[src/rtl/mem_arbiter.sv]
`default_nettype none
// ============================================================================
// Module  : mem_arbiter
// Purpose : Transaction-based icache/dcache arbiter for a single RAM port.
//           Dcache has priority; a long-waiting icache overrides it.
//           Define ARB_PERF_EN to add word and override counters.
// Revision: 1.0
// ============================================================================
module mem_arbiter #(
    parameter int WORD_W     = 32,
    parameter int MAX_BURST  = 2,
    parameter int STARVE_LIM = 8
) (
    input  logic              CLK,
    input  logic              nRST,
    input  logic              iREN,
    input  logic [WORD_W-1:0] iaddr,
    output logic              iwait,
    output logic [WORD_W-1:0] iload,
    input  logic              dREN,
    input  logic              dWEN,
    input  logic [WORD_W-1:0] daddr,
    input  logic [WORD_W-1:0] dstore,
    output logic              dwait,
    output logic [WORD_W-1:0] dload,
    output logic              ramREN,
    output logic              ramWEN,
    output logic [WORD_W-1:0] ramaddr,
    output logic [WORD_W-1:0] ramstore,
    input  logic [WORD_W-1:0] ramload,
`ifdef ARB_PERF_EN
    output logic [31:0]       icnt,
    output logic [31:0]       dcnt,
    output logic [31:0]       scnt,
`endif
    input  logic [1:0]        ramstate
);

    localparam int BW = (MAX_BURST > 1) ? $clog2(MAX_BURST) : 1;
    localparam int SW = $clog2(STARVE_LIM + 1);
    localparam logic [1:0]    c_RS_ACCESS  = 2'd2;
    localparam logic [BW-1:0] c_BURST_LAST = BW'(MAX_BURST - 1);
    localparam logic [SW-1:0] c_STARVE_LIM = SW'(STARVE_LIM);

    typedef enum logic [1:0] {
        IDLE = 2'd0,
        IGNT = 2'd1,
        DGNT = 2'd2
    } state_t;

    state_t          state_q, state_d;
    logic [BW-1:0]   burst_q, burst_d;
    logic [SW-1:0]   starve_q, starve_d;

    logic w_dreq, w_gnt_i, w_gnt_d, w_strobe, w_done, w_req, w_override;

    assign w_dreq     = dREN | dWEN;
    assign w_gnt_i    = (state_q == IGNT);
    assign w_gnt_d    = (state_q == DGNT);
    assign w_strobe   = (w_gnt_i & iREN) | (w_gnt_d & w_dreq);
    assign w_done     = w_strobe && (ramstate == c_RS_ACCESS);
    assign w_req      = w_gnt_i ? iREN : w_dreq;
    assign w_override = (state_q == IDLE) && w_dreq && iREN && (starve_q >= c_STARVE_LIM);

    // RAM side forwards the granted requester; ERROR never completes a word.
    always_comb begin
        ramREN   = 1'b0;
        ramWEN   = 1'b0;
        ramaddr  = '0;
        ramstore = '0;
        iwait    = 1'b1;
        iload    = '0;
        dwait    = 1'b1;
        dload    = '0;
        if (w_gnt_i) begin
            ramREN  = iREN;
            ramaddr = iaddr;
            if (w_done) begin
                iwait = 1'b0;
                iload = ramload;
            end
        end else if (w_gnt_d) begin
            ramREN   = dREN;
            ramWEN   = dWEN;
            ramaddr  = daddr;
            ramstore = dstore;
            if (w_done) begin
                dwait = 1'b0;
                dload = ramload;
            end
        end
    end

    always_comb begin
        state_d  = state_q;
        burst_d  = burst_q;
        starve_d = starve_q;
        case (state_q)
            IDLE: begin
                if (w_dreq && (starve_q < c_STARVE_LIM)) begin
                    state_d = DGNT;
                end else if (iREN) begin
                    state_d = IGNT;
                end
            end
            IGNT, DGNT: begin
                if (!w_req || (w_done && (burst_q == c_BURST_LAST))) begin
                    state_d = IDLE;
                    burst_d = '0;
                end else if (w_done) begin
                    burst_d = burst_q + BW'(1);
                end
            end
            default: begin
                state_d = IDLE;
                burst_d = '0;
            end
        endcase
        if (!iREN || (state_d == IGNT)) begin
            starve_d = '0;
        end else if ((state_q != IGNT) && (starve_q < c_STARVE_LIM)) begin
            starve_d = starve_q + SW'(1);
        end
    end

    always_ff @(posedge CLK) begin
        if (nRST) begin
            state_q  <= IDLE;
            burst_q  <= '0;
            starve_q <= '0;
`ifdef ARB_PERF_EN
            icnt     <= '0;
            dcnt     <= '0;
            scnt     <= '0;
`endif
        end else begin
            state_q  <= state_d;
            burst_q  <= burst_d;
            starve_q <= starve_d;
`ifdef ARB_PERF_EN
            if (w_done && w_gnt_i) icnt <= icnt + 32'd1;
            if (w_done && w_gnt_d) dcnt <= dcnt + 32'd1;
            if (w_override)        scnt <= scnt + 32'd1;
`endif
        end
    end

endmodule
`default_nettype wire

[config.mk]
export PLATFORM = sky130hd
export DESIGN_NAME = mem_arbiter
export DESIGN_NICKNAME = d
export VERILOG_FILES = /design/src/rtl/mem_arbiter.sv
export SDC_FILE = /design/constraint.sdc
export NUM_CORES = 1
export LEC_CHECK = 0
export ABC_AREA = 0
export BUFFER_PORTS_ARGS = -buffer_cell sky130_fd_sc_hd__buf_2
export CORE_AREA = 2 2 104 106
export DETAILED_ROUTE_END_ITERATION = 10
export DIE_AREA = 0 0 106 108
export SLEW_MARGIN = 20
export SYNTH_ARGS = -nofsm -noshare
export SYNTH_HDL_FRONTEND = slang
export SYNTH_SLANG_ARGS = --single-unit
[constraint.sdc]
create_clock -name CLK -period 2.1 [get_ports CLK]
set_input_delay 0 -clock CLK [delete_from_list [all_inputs] [get_ports CLK]]
set_output_delay 0 -clock CLK [all_outputs]
set_load 0.005 [all_outputs]
==> metrics.md, run 1 <==
| Metric | Value |
|---|---|
| Cell Area, Placed | `0.00297 sq mm` |
| Finished Layout Cells | `601` |
| Initial DRC Count | `212` |
| Period utilization | `89.9%` |
| GP Congestion | `0.883` |
| CTS tree | `done` |
| Slew headroom | `70.6%` |
| Clock transition at path regs | `0.04 ns` |
| H-tree depth | `1` |
| Worst-path cell chain | `inv_1, ha_4, nand2_1, a21oi_4, buf_12, and3_1, buf_2` |
| RSZ-0062 raised after global routing | `no` |
| Critical-path maximum fanout | `57` |
| Top-level I/O count | `267` |
| Largest net degree at the start of global routing | `60` |
| #FFs+latches synth | `7` |
| Leak | `2.09 nW` |
| Critical-path top delay cell | `dfxtp_1` |
| Synth cell types | `33` |
| Initial core utilization | `14.7%` |
| Post-DR wirelength/cell | `15.8 um` |
| Hold Path Class | `in2reg` |
| Hold Vio Cnt, Final | `0` |
| Core box area | `0.0102 sq mm` |
| Mapped cell area | `0.00150 sq mm` |
| Row count | `37` |
| Status | `complete, no violations` |
| Leading area contributor after synthesis | `and3_1` |
| Worst Path Arrival | `1.89 ns` |
| Area grow syn2layout | `103%` |
| IO buf count | `266` |
| Placed instance count | `594` |
| Layout cell share with drive strength beyond 1 | `60.9%` |
| DP HPWL | `8070 um` |
| Max incr delay on CP | `0.33 ns` |
| Global-route wire length before repair | `12900 um` |
| Fraction of registers with async set/reset | `0%` |
| PwrDens | `291 mW/mm^2` |
| Final setup fails | `0` |
| Clk root buf | `clkbuf_8` |
| EDFF count, synth | `0` |
| DR pass1 iterations | `4` |
| Die Ht | `108 um` |
| Final Cell Area | `0.00304 sq mm` |
| Sequential share of the synthesized area | `9.35%` |
| Fmax | `530 MHz` |
| CP Capture Type | `output port` |
| Maxcap violations | `0` |
| WS Path Type | `reg2out` |
| Max Buffers Root-to-Sink | `2` |
| WP data required | `2.10 ns` |
| Die W | `106 um` |
| Top_reg_cell synth | `dfxtp_1` |
| Clock Sinks | `7` |
| Worst vdd ir | `0.226 mV` |
| Kind of cell adding the most delay to the critical path | `buffers and inverters` |
| Final ANT Viol Nets | `0` |
| Remaining DRCs | `0` |
| Synth warn | `0` |
| Startpoint types | `flop` |
| Setup_tns | `0 ns` |
| Routed vias/inst | `4.50` |
| Skew-Pair Late Insertion Delay | `0.23 ns` |
| Synth Area per Inst | `7.04 sq um` |
| Layout Skew | `0.000617 ns` |
| Fin nets | `604` |
| CP bufs+invs | `3` |
| GRT Total Usage | `14.5%` |
| Total gr overflow | `0` |
| Vias in the first global route | `2484` |
| Post-synth top area share | `26.7%` |
| Initial antenna violation count | `3` |
| Final wirelength | `9490 um` |
| Cells after Synth | `213` |
| Pwr Total | `0.884 mW` |
| Syn nets | `353` |
| Min Tclk post-route | `1.89 ns` |
| Vias | `2702` |
| Slew @ Worst Pin | `0.438 ns` |
| Slew Viols, Final | `0` |
| Die Area | `0.0114 sq mm` |
| Leading post-synthesis cells by cell area | `and3_1, a22o_1, and2_1` |
| CTS Buf Count | `3` |
## metal layers
metal,GRT usage (%),share of wire [%],wire [um],up-vias
li1,-,-,-,1284
met5,0,0.12,11,-
met2,25.4,48,4550,177
met3,6.21,13,1260,6
met1,16.9,38,3630,1233
met4,1.69,0.44,42,2
## cell families after synthesis
| group | share of synthesized area, % |
|---|---|
| AOI/OAI and AO/OA | 27.0 |
| xor gates and xnor gates | 1.17 |
| adders and majority gates | 4.17 |
| buffers and inverters | 9.10 |
| DFF | 9.35 |
| muxes | 0.751 |
| and+or+nand+nor | 48.5 |
## synthesized netlist by cell type (all sizes together), types with 2 or more instances
cell type,count
xor2,2
a21oi,5
ha,5
and3,64
a22o,32
dfxtp,7
clkbuf,20
and2,35
nand2,7
nor2b,3
buf,6
o21ai,4
nand2b,2
inv,6
nor3b,2
## state kept, by name, indices dropped and copies added (netlist names)
| register | flops |
|---|---|
| starve_q | 4 |
| burst_q | 1 |
| state_q | 2 |
## timing repair
action,CTS,global route
endpoints found under the setup margin,0,10
resized for setup,0,2
buffers inserted,0,0
hold buffers,1,0
endpoints found under the hold margin,1,0
## stage by stage
stage | hold WS [ns] | worst slack [ns] | utilization, %
finish | 0.212 | 0.213 | 29.7
global route | 0.234 | 0.0648 | 29.7
CTS | 0.208 | 0.0659 | 29.5
detailed placement | 0.241 | 0.194 | 29.0
global placement | 0.242 | 0.263 | 29.0
floorplan | 0.0694 | 0.436 | -
## final cells by class
class	count	area, sq um
sequential	7	140
antenna	2	5.00
clock inverter	1	5.00
tap	136	170
timing repair buffer	272	1410
inverter	6	22.5
multi-input combinational	174	1250
clock buffer	3	41.3
fill	1150	7190
## power breakdown
group	switching [mW]	internal, mW	total (mW)
Sequential	0.00552	0.139	0.145
Combinational	0.271	0.271	0.543
Clock	0.0673	0.129	0.196
## worst min-delay path: stages
cell and delay, ns:
buf_2 0.13, nor2b_1 0.16, nand2_1 0.07, a21oi_1 0.04
## worst paths after layout
path | start | to | slack [ns] | cells after the start
min reg2reg | burst_q | burst_q | 0.50 | 2
min | iREN | starve_q[1] | 0.21 | 4
max | state_q[1] | dload[31] | 0.21 | 7
max reg2reg | state_q[0] | state_q[0] | 0.24 | 6
## layout by cell type, fill, tap and decap left out, types with 3 or more instances in the layout
| cell | count |
|---|---|
| a21oi_1 | 4 |
| nand2_1 | 7 |
| ha_1 | 4 |
| and2_1 | 35 |
| inv_1 | 6 |
| buf_2 | 266 |
| clkbuf_8 | 3 |
| dfxtp_1 | 7 |
| and3_1 | 64 |
| a22o_1 | 32 |
| o21ai_0 | 3 |
Note: power is estimated with default switching activity, not from simulation.
==> run 2: changes to the inputs <==
--- a/config.mk
+++ b/config.mk
@@ -7,9 +7,10 @@
 export LEC_CHECK = 0
 export ABC_AREA = 0
 export BUFFER_PORTS_ARGS = -buffer_cell sky130_fd_sc_hd__buf_2
-export CORE_AREA = 2 2 104 106
+export CORE_AREA = 2 2 105 107
+export CTS_BUF_LIST = sky130_fd_sc_hd__clkbuf_8
 export DETAILED_ROUTE_END_ITERATION = 10
-export DIE_AREA = 0 0 106 108
+export DIE_AREA = 0 0 107 109
 export SLEW_MARGIN = 20
 export SYNTH_ARGS = -nofsm -noshare
 export SYNTH_HDL_FRONTEND = slang
==> run 2 against run 1 <==
Sequential power about the same. Flip-flop and latch count unchanged. Clock-buffer cell count unchanged. First-iteration DRC count up 0.47%. Sequential share of layout area about the same. Die area up 1.9%. Cell area down 0.91%. Non-clock buffer count down 1. Cell count up 0.17%. Combinational power about the same. Register-to-register slack worse by 0.10 ns. Largest cell class unchanged. Largest power group unchanged.
==> metrics.md, run 2 (same netlist as run 1, synthesis figures left out) <==
| Metric | Value |
|---|---|
| Int Pwr | `0.533 mW` |
| Top-level I/O count | `267` |
| Worst-path cell chain | `inv_1, ha_2, nand2_1, a21oi_4, buf_8, and2_1, inv_1, buf_2` |
| Psw | `0.352 mW` |
| Row count | `38` |
| Die Area | `0.0117 sq mm` |
| PwrDens | `294 mW/mm^2` |
| Initial core utilization | `14.1%` |
| Commonest non-fill, non-tap cell in the layout | `buf_2` |
| Critical-path top delay cell | `dfxtp_1` |
| Setup_tns | `0 ns` |
| DR pass1 iterations | `4` |
| Period utilization | `94.0%` |
| Top flop regs | `starve_q (4), state_q (2), burst_q (1)` |
| Switching share of power | `39.8%` |
| Biggest register | `starve_q` |
| H-tree depth | `1` |
| Critical Path Start | `state_q[1]` |
| Kind of cell adding the most delay to the critical path | `buffers and inverters` |
| CTS tree | `done` |
| Status | `complete, no violations` |
| Worst hold path startpoint | `iREN` |
| Hold Vio Cnt, Final | `0` |
| WP data required | `2.10 ns` |
| Final wirelength | `9430 um` |
| CP bufs+invs | `4` |
| Capturing point of the worst reg2reg path | `starve_q[2]` |
| Critical path endpoint | `iwait` |
| Initial antenna violation count | `0` |
| GP Congestion | `0.868` |
| Slew headroom | `63.9%` |
| WS Path Type | `reg2out` |
| DP HPWL | `7950 um` |
| Layout cell share with drive strength beyond 1 | `60.6%` |
| Comb pwr share | `61.5%` |
| Largest net degree at the start of global routing | `100` |
| R2R depth | `6` |
| Max reg flops | `4` |
| Critical-path maximum fanout | `66` |
| Leak | `2.08 nW` |
| Final ANT Viol Nets | `0` |
| Min Tclk post-route | `1.97 ns` |
| Post-DR wirelength/cell | `15.7 um` |
| Clock network power share | `22.2%` |
| RSZ-0062 raised after global routing | `no` |
| Most frequent cells in the layout | `buf_2, and3_1, and2_1, a22o_1` |
| CP Capture Type | `output port` |
| Worst vdd ir | `0.202 mV` |
| Core box area | `0.0106 sq mm` |
| Remaining DRCs | `0` |
| Max Buffers Root-to-Sink | `2` |
| Clk root buf | `clkbuf_8` |
| Initial DRC Count | `213` |
| Max incr delay on CP | `0.33 ns` |
| Hold_ws | `0.208 ns` |
| Clock transition at path regs | `0.04 ns` |
| Final setup fails | `0` |
| Vias in the first global route | `2296` |
| Fmax | `507 MHz` |
| GRT Total Usage | `13.8%` |
| Slew @ Worst Pin | `0.539 ns` |
| R2R setup slack | `0.14 ns` |
| Area grow syn2layout | `101%` |
| Maxcap violations | `0` |
| Startpoint types | `flop` |
| IO buf count | `266` |
| Total gr overflow | `0` |
| Vias | `2662` |
| Worst Path Arrival | `1.97 ns` |
| Routed vias/inst | `4.42` |
| Global-route wire length before repair | `12200 um` |
| Pwr Total | `0.885 mW` |
| Slew Viols, Final | `0` |
| Fin nets | `603` |
| Clock Sinks | `7` |
| Hold Path Class | `in2reg` |
| Die Ht | `109 um` |
| CTS Buf Count | `3` |
| CP most frequent cell | `inv_1` |
| Ant diodes | `0` |
| Reg2Reg Launch Point | `state_q[1]` |
| Die W | `107 um` |
| CP Depth | `8` |
| Skew-Pair Late Insertion Delay | `0.24 ns` |
| Sequential share of power | `16.3%` |
| Layout Skew | `0.00547 ns` |
## run 2: per-layer routing
layer / GRT usage [%] / up-vias / wire length (um)
met1: 15.6 / 1211 / 3580
li1: - / 1271 / -
met4: 3.15 / 0 / 118
met2: 23.3 / 173 / 4340
met3: 6.93 / 7 / 1390
met5: 0 / - / 0
## run 2: area by class of cell
cell class                 count  area, sq um
fill                        1162         7590
timing repair buffer         271         1390
multi-input combinational    174         1240
tap                          140          175
sequential                     7          140
clock buffer                   3         41.3
inverter                       6         22.5
clock inverter                 1         3.75
## run 2: worst register-to-register path, stage by stage (launching register included)
cell      delay, ns
dfxtp_1        0.33
inv_1          0.13
ha_2           0.29
nand2_1        0.15
a211oi_1       0.50
o311a_1        0.33
a21oi_1        0.09
## run 2: repair_timing
action / in CTS / in global routing
resized for setup: 0 / 3
hold buffers: 1 / 0
setup endpoints to repair: 0 / 66
endpoints found under the hold margin: 3 / 0
setup buffers: 0 / 0
## run 2: power by group through the flow
| stage | clock network (mW) | logic [mW] | registers (mW) |
|---|---|---|---|
| 6_report | 0.197 | 0.544 | 0.144 |
| 5_1_grt | 0.207 | 0.595 | 0.145 |
| 4_1_cts | 0.203 | 0.547 | 0.144 |
| 3_5_place_dp | 0 | 0.541 | 0.146 |
| 3_3_place_gp | 0 | 0.532 | 0.145 |
| 2_1_floorplan | 0 | 0.226 | 0.145 |
## run 2: through the flow
stage          worst slack [ns]  instance area (sq um)  instances  utilization [%]
2_1_floorplan             0.436                   1500        213                -
3_3_place_gp              0.332                   2950        597             27.8
3_5_place_dp              0.209                   2950        597             27.8
4_1_cts                  0.0317                   3010        602             28.4
5_1_grt                  0.0113                   3010        602             28.4
6_report                  0.127                   3010        602             28.4
## run 2: how the worst min path moves through the flow
stage	endpoint	slack, ns	cells past startpoint
floorplan	burst_q	0.07	1
global placement	burst_q	0.23	2
detailed placement	burst_q	0.24	2
CTS	starve_q[2]	0.20	4
global route	starve_q[1]	0.23	4
finish	starve_q[1]	0.21	4
==> run 3: changes to the inputs <==
--- a/config.mk
+++ b/config.mk
@@ -5,12 +5,12 @@
 export SDC_FILE = /design/constraint.sdc
 export NUM_CORES = 1
 export LEC_CHECK = 0
-export ABC_AREA = 0
+export ABC_AREA = 1
 export BUFFER_PORTS_ARGS = -buffer_cell sky130_fd_sc_hd__buf_2
-export CORE_AREA = 2 2 105 107
+export CORE_AREA = 2 2 102 104
 export CTS_BUF_LIST = sky130_fd_sc_hd__clkbuf_8
 export DETAILED_ROUTE_END_ITERATION = 10
-export DIE_AREA = 0 0 107 109
+export DIE_AREA = 0 0 104 106
 export SLEW_MARGIN = 20
 export SYNTH_ARGS = -nofsm -noshare
 export SYNTH_HDL_FRONTEND = slang
==> run 3 against run 2 <==
Synthesized cell count increased by 32%. Clock skew decreased by 0.0038 ns. Sequential share of layout area increased by 0.084 points. Largest cell class unchanged. Flip-flop and latch count unchanged. Utilization increased by 1.2 points. Hold slack got worse by 0.010 ns. Fmax increased by 5.2%.
==> metrics.md, run 3 <==
| Metric | Value |
|---|---|
| Most frequent cells in the layout | `buf_2, nor2_1, nand2_1, inv_1, a22o_1` |
| Die Area | `0.0110 sq mm` |
| Initial antenna violation count | `0` |
| EDFF count, synth | `0` |
| Top_reg_cell synth | `dfxtp_1` |
| Hold_ws | `0.198 ns` |
| Critical Path Start | `state_q[1]` |
| Int Pwr | `0.515 mW` |
| Worst hold path startpoint | `iREN` |
| Top-level I/O count | `267` |
| IO buf count | `266` |
| CP Depth | `6` |
| Syn nets | `422` |
| Placed instance count | `668` |
| Max Buffers Root-to-Sink | `2` |
| Row count | `37` |
| Worst-path cell chain | `inv_1, ha_2, buf_4, buf_4, a22o_1, buf_2` |
| Period utilization | `89.3%` |
| Worst vdd ir | `0.170 mV` |
| Slew headroom | `74.6%` |
| Fraction of registers with async set/reset | `0%` |
| Sequential share of the synthesized area | `9.29%` |
| H-tree depth | `1` |
| Global-route wire length before repair | `12100 um` |
| Skew-Pair Late Insertion Delay | `0.23 ns` |
| Slew @ Worst Pin | `0.381 ns` |
| CTS Buf Count | `3` |
| #FFs+latches synth | `7` |
| Clock network power share | `22.3%` |
| Remaining DRCs | `0` |
| Max incr delay on CP | `0.37 ns` |
| Mapped cell area | `0.00151 sq mm` |
| Initial DRC Count | `225` |
| Synth cell types | `26` |
| Final ANT Viol Nets | `0` |
| Critical-path top delay cell | `buf_4` |
| Max reg flops | `4` |
| Post-synth top area share | `27.1%` |
| Routed vias/inst | `3.94` |
| Biggest register | `starve_q` |
| CTS tree | `done` |
| PwrDens | `283 mW/mm^2` |
| RSZ-0062 raised after global routing | `no` |
| Top flop regs | `starve_q (4), state_q (2), burst_q (1)` |
| GP Congestion | `0.803` |
| Worst Path Arrival | `1.88 ns` |
| Hold Path Class | `in2reg` |
| Synth warn | `0` |
| R2R setup slack | `0.44 ns` |
| Finished Layout Cells | `673` |
| Clk root buf | `clkbuf_8` |
| Capturing point of the worst reg2reg path | `starve_q[3]` |
| Hold Vio Cnt, Final | `0` |
| Sequential share of power | `17.3%` |
| DP HPWL | `6870 um` |
| Initial core utilization | `15.1%` |
| Final setup fails | `0` |
| Clock Sinks | `7` |
| Leading area contributor after synthesis | `nor2_1` |
| Layout Skew | `0.00165 ns` |
| Commonest non-fill, non-tap cell in the layout | `buf_2` |
| Area grow syn2layout | `96.3%` |
| Setup_tns | `0 ns` |
| Clock transition at path regs | `0.04 ns` |
| Synth Area per Inst | `5.35 sq um` |
| Die Ht | `106 um` |
| R2R depth | `12` |
| Switching share of power | `38.5%` |
| Critical path endpoint | `ramaddr[31]` |
| Reg2Reg Launch Point | `state_q[1]` |
| Comb pwr share | `60.5%` |
| Core box area | `0.0100 sq mm` |
| Vias in the first global route | `2375` |
| Ant diodes | `0` |
| Largest net degree at the start of global routing | `37` |
| Maxcap violations | `0` |
| CP most frequent cell | `buf_4` |
| WP data required | `2.10 ns` |
| Cells after Synth | `282` |
| Slew Viols, Final | `0` |
| Min Tclk post-route | `1.88 ns` |
| CP bufs+invs | `4` |
| WS Path Type | `reg2out` |
| Total gr overflow | `0` |
| Fin nets | `678` |
| Psw | `0.322 mW` |
| Top-count cell post-synth | `nor2_1` |
| Kind of cell adding the most delay to the critical path | `buffers and inverters` |
| GRT Total Usage | `13.3%` |
| Layout cell share with drive strength beyond 1 | `52.7%` |
| Leading post-synthesis cells by cell area | `nor2_1, a22o_1, nand2_1` |
| Fmax | `533 MHz` |
| Final wirelength | `8200 um` |
| Most common library cells after synthesis | `nor2_1, nand2_1, inv_1, a22o_1, buf_2` |
| Startpoint types | `flop` |
| CP Capture Type | `output port` |
| DR pass1 iterations | `4` |
| Util after Layout | `29.6%` |
| Leak | `2.15 nW` |
| Vias | `2649` |
| Status | `complete, no violations` |
| Die W | `104 um` |
| Critical-path maximum fanout | `36` |
| Post-DR wirelength/cell | `12.2 um` |
==> run 3: changes by cell type after synthesis, sizes merged, moves of 4 or more <==
cell | previous run | this run
a21oi | 5 | 1
and2 | 35 | 0
and3 | 64 | 0
buf | 6 | 17
clkbuf | 20 | 4
inv | 6 | 42
nand2 | 7 | 50
nand3 | 0 | 4
nor2 | 1 | 109
==> run 3: timing repair <==
action	in CTS	in global routing
endpoints found under the hold margin	2	0
resized for setup	0	0
setup buffers	0	0
hold buffers	1	0
==> run 3: power by group through the flow <==
stage	sequential [mW]	combinational, mW	clock, mW
floorplan	0.145	0.234	0
global placement	0.147	0.509	0
detailed placement	0.147	0.506	0
CTS	0.144	0.511	0.194
global route	0.145	0.566	0.199
finish	0.145	0.506	0.186
==> run 3: cells by family after synthesis <==
kind of cell,after synthesis,synth area share (%)
adders and majority gates,5,4.15
xor gates and xnor gates,2,1.16
buffers and inverters,63,20.0
and+or+nand+nor,166,43.6
muxes,1,0.664
DFF,7,9.29
AOI/OAI and AO/OA,38,21.2
==> run 3: how the worst min path moves through the flow <==
stage,end,depth (start not counted),slack (ns)
2_1_floorplan,state_q[0],1,0.07
3_3_place_gp,state_q[0],2,0.23
3_5_place_dp,state_q[0],2,0.23
4_1_cts,starve_q[2],5,0.20
5_1_grt,starve_q[1],5,0.24
6_report,starve_q[2],5,0.20
==> run 3: per-stage QoR <==
| stage | cell area, sq um | setup WS [ns] | power, mW |
|---|---|---|---|
| after global routing | 2960 | 0.0147 | 0.911 |
| after detailed placement | 2910 | 0.433 | 0.653 |
| final | 2960 | 0.224 | 0.837 |
| after global placement | 2910 | 0.413 | 0.655 |
| after CTS | 2960 | 0.205 | 0.850 |
| after floorplan | 1510 | 0.664 | 0.379 |
==> run 3: cell type report <==
type / instances / area [sq um]
Sequential cell: 7 / 140
Timing Repair Buffer: 272 / 1380
Clock inverter: 1 / 3.75
Inverter: 42 / 158
Fill cell: 1192 / 7040
Tap cell: 136 / 170
Multi-Input combinational cell: 212 / 1070
Clock buffer: 3 / 41.3
==> run 3: tightest hold or removal path, cell delays in order <==
cell and delay [ns]:
buf_2 0.13, inv_1 0.07, nor2_1 0.05, nand2_2 0.09, nor2_1 0.04
==> run 3: metal layers <==
metal	up-vias	track usage, %	share of wire [%]
met3	3	2.88	8.0
met1	1142	16.8	43
met5	-	0	0
li1	1378	-	-
met2	126	23.8	49
met4	0	2.03	0.34
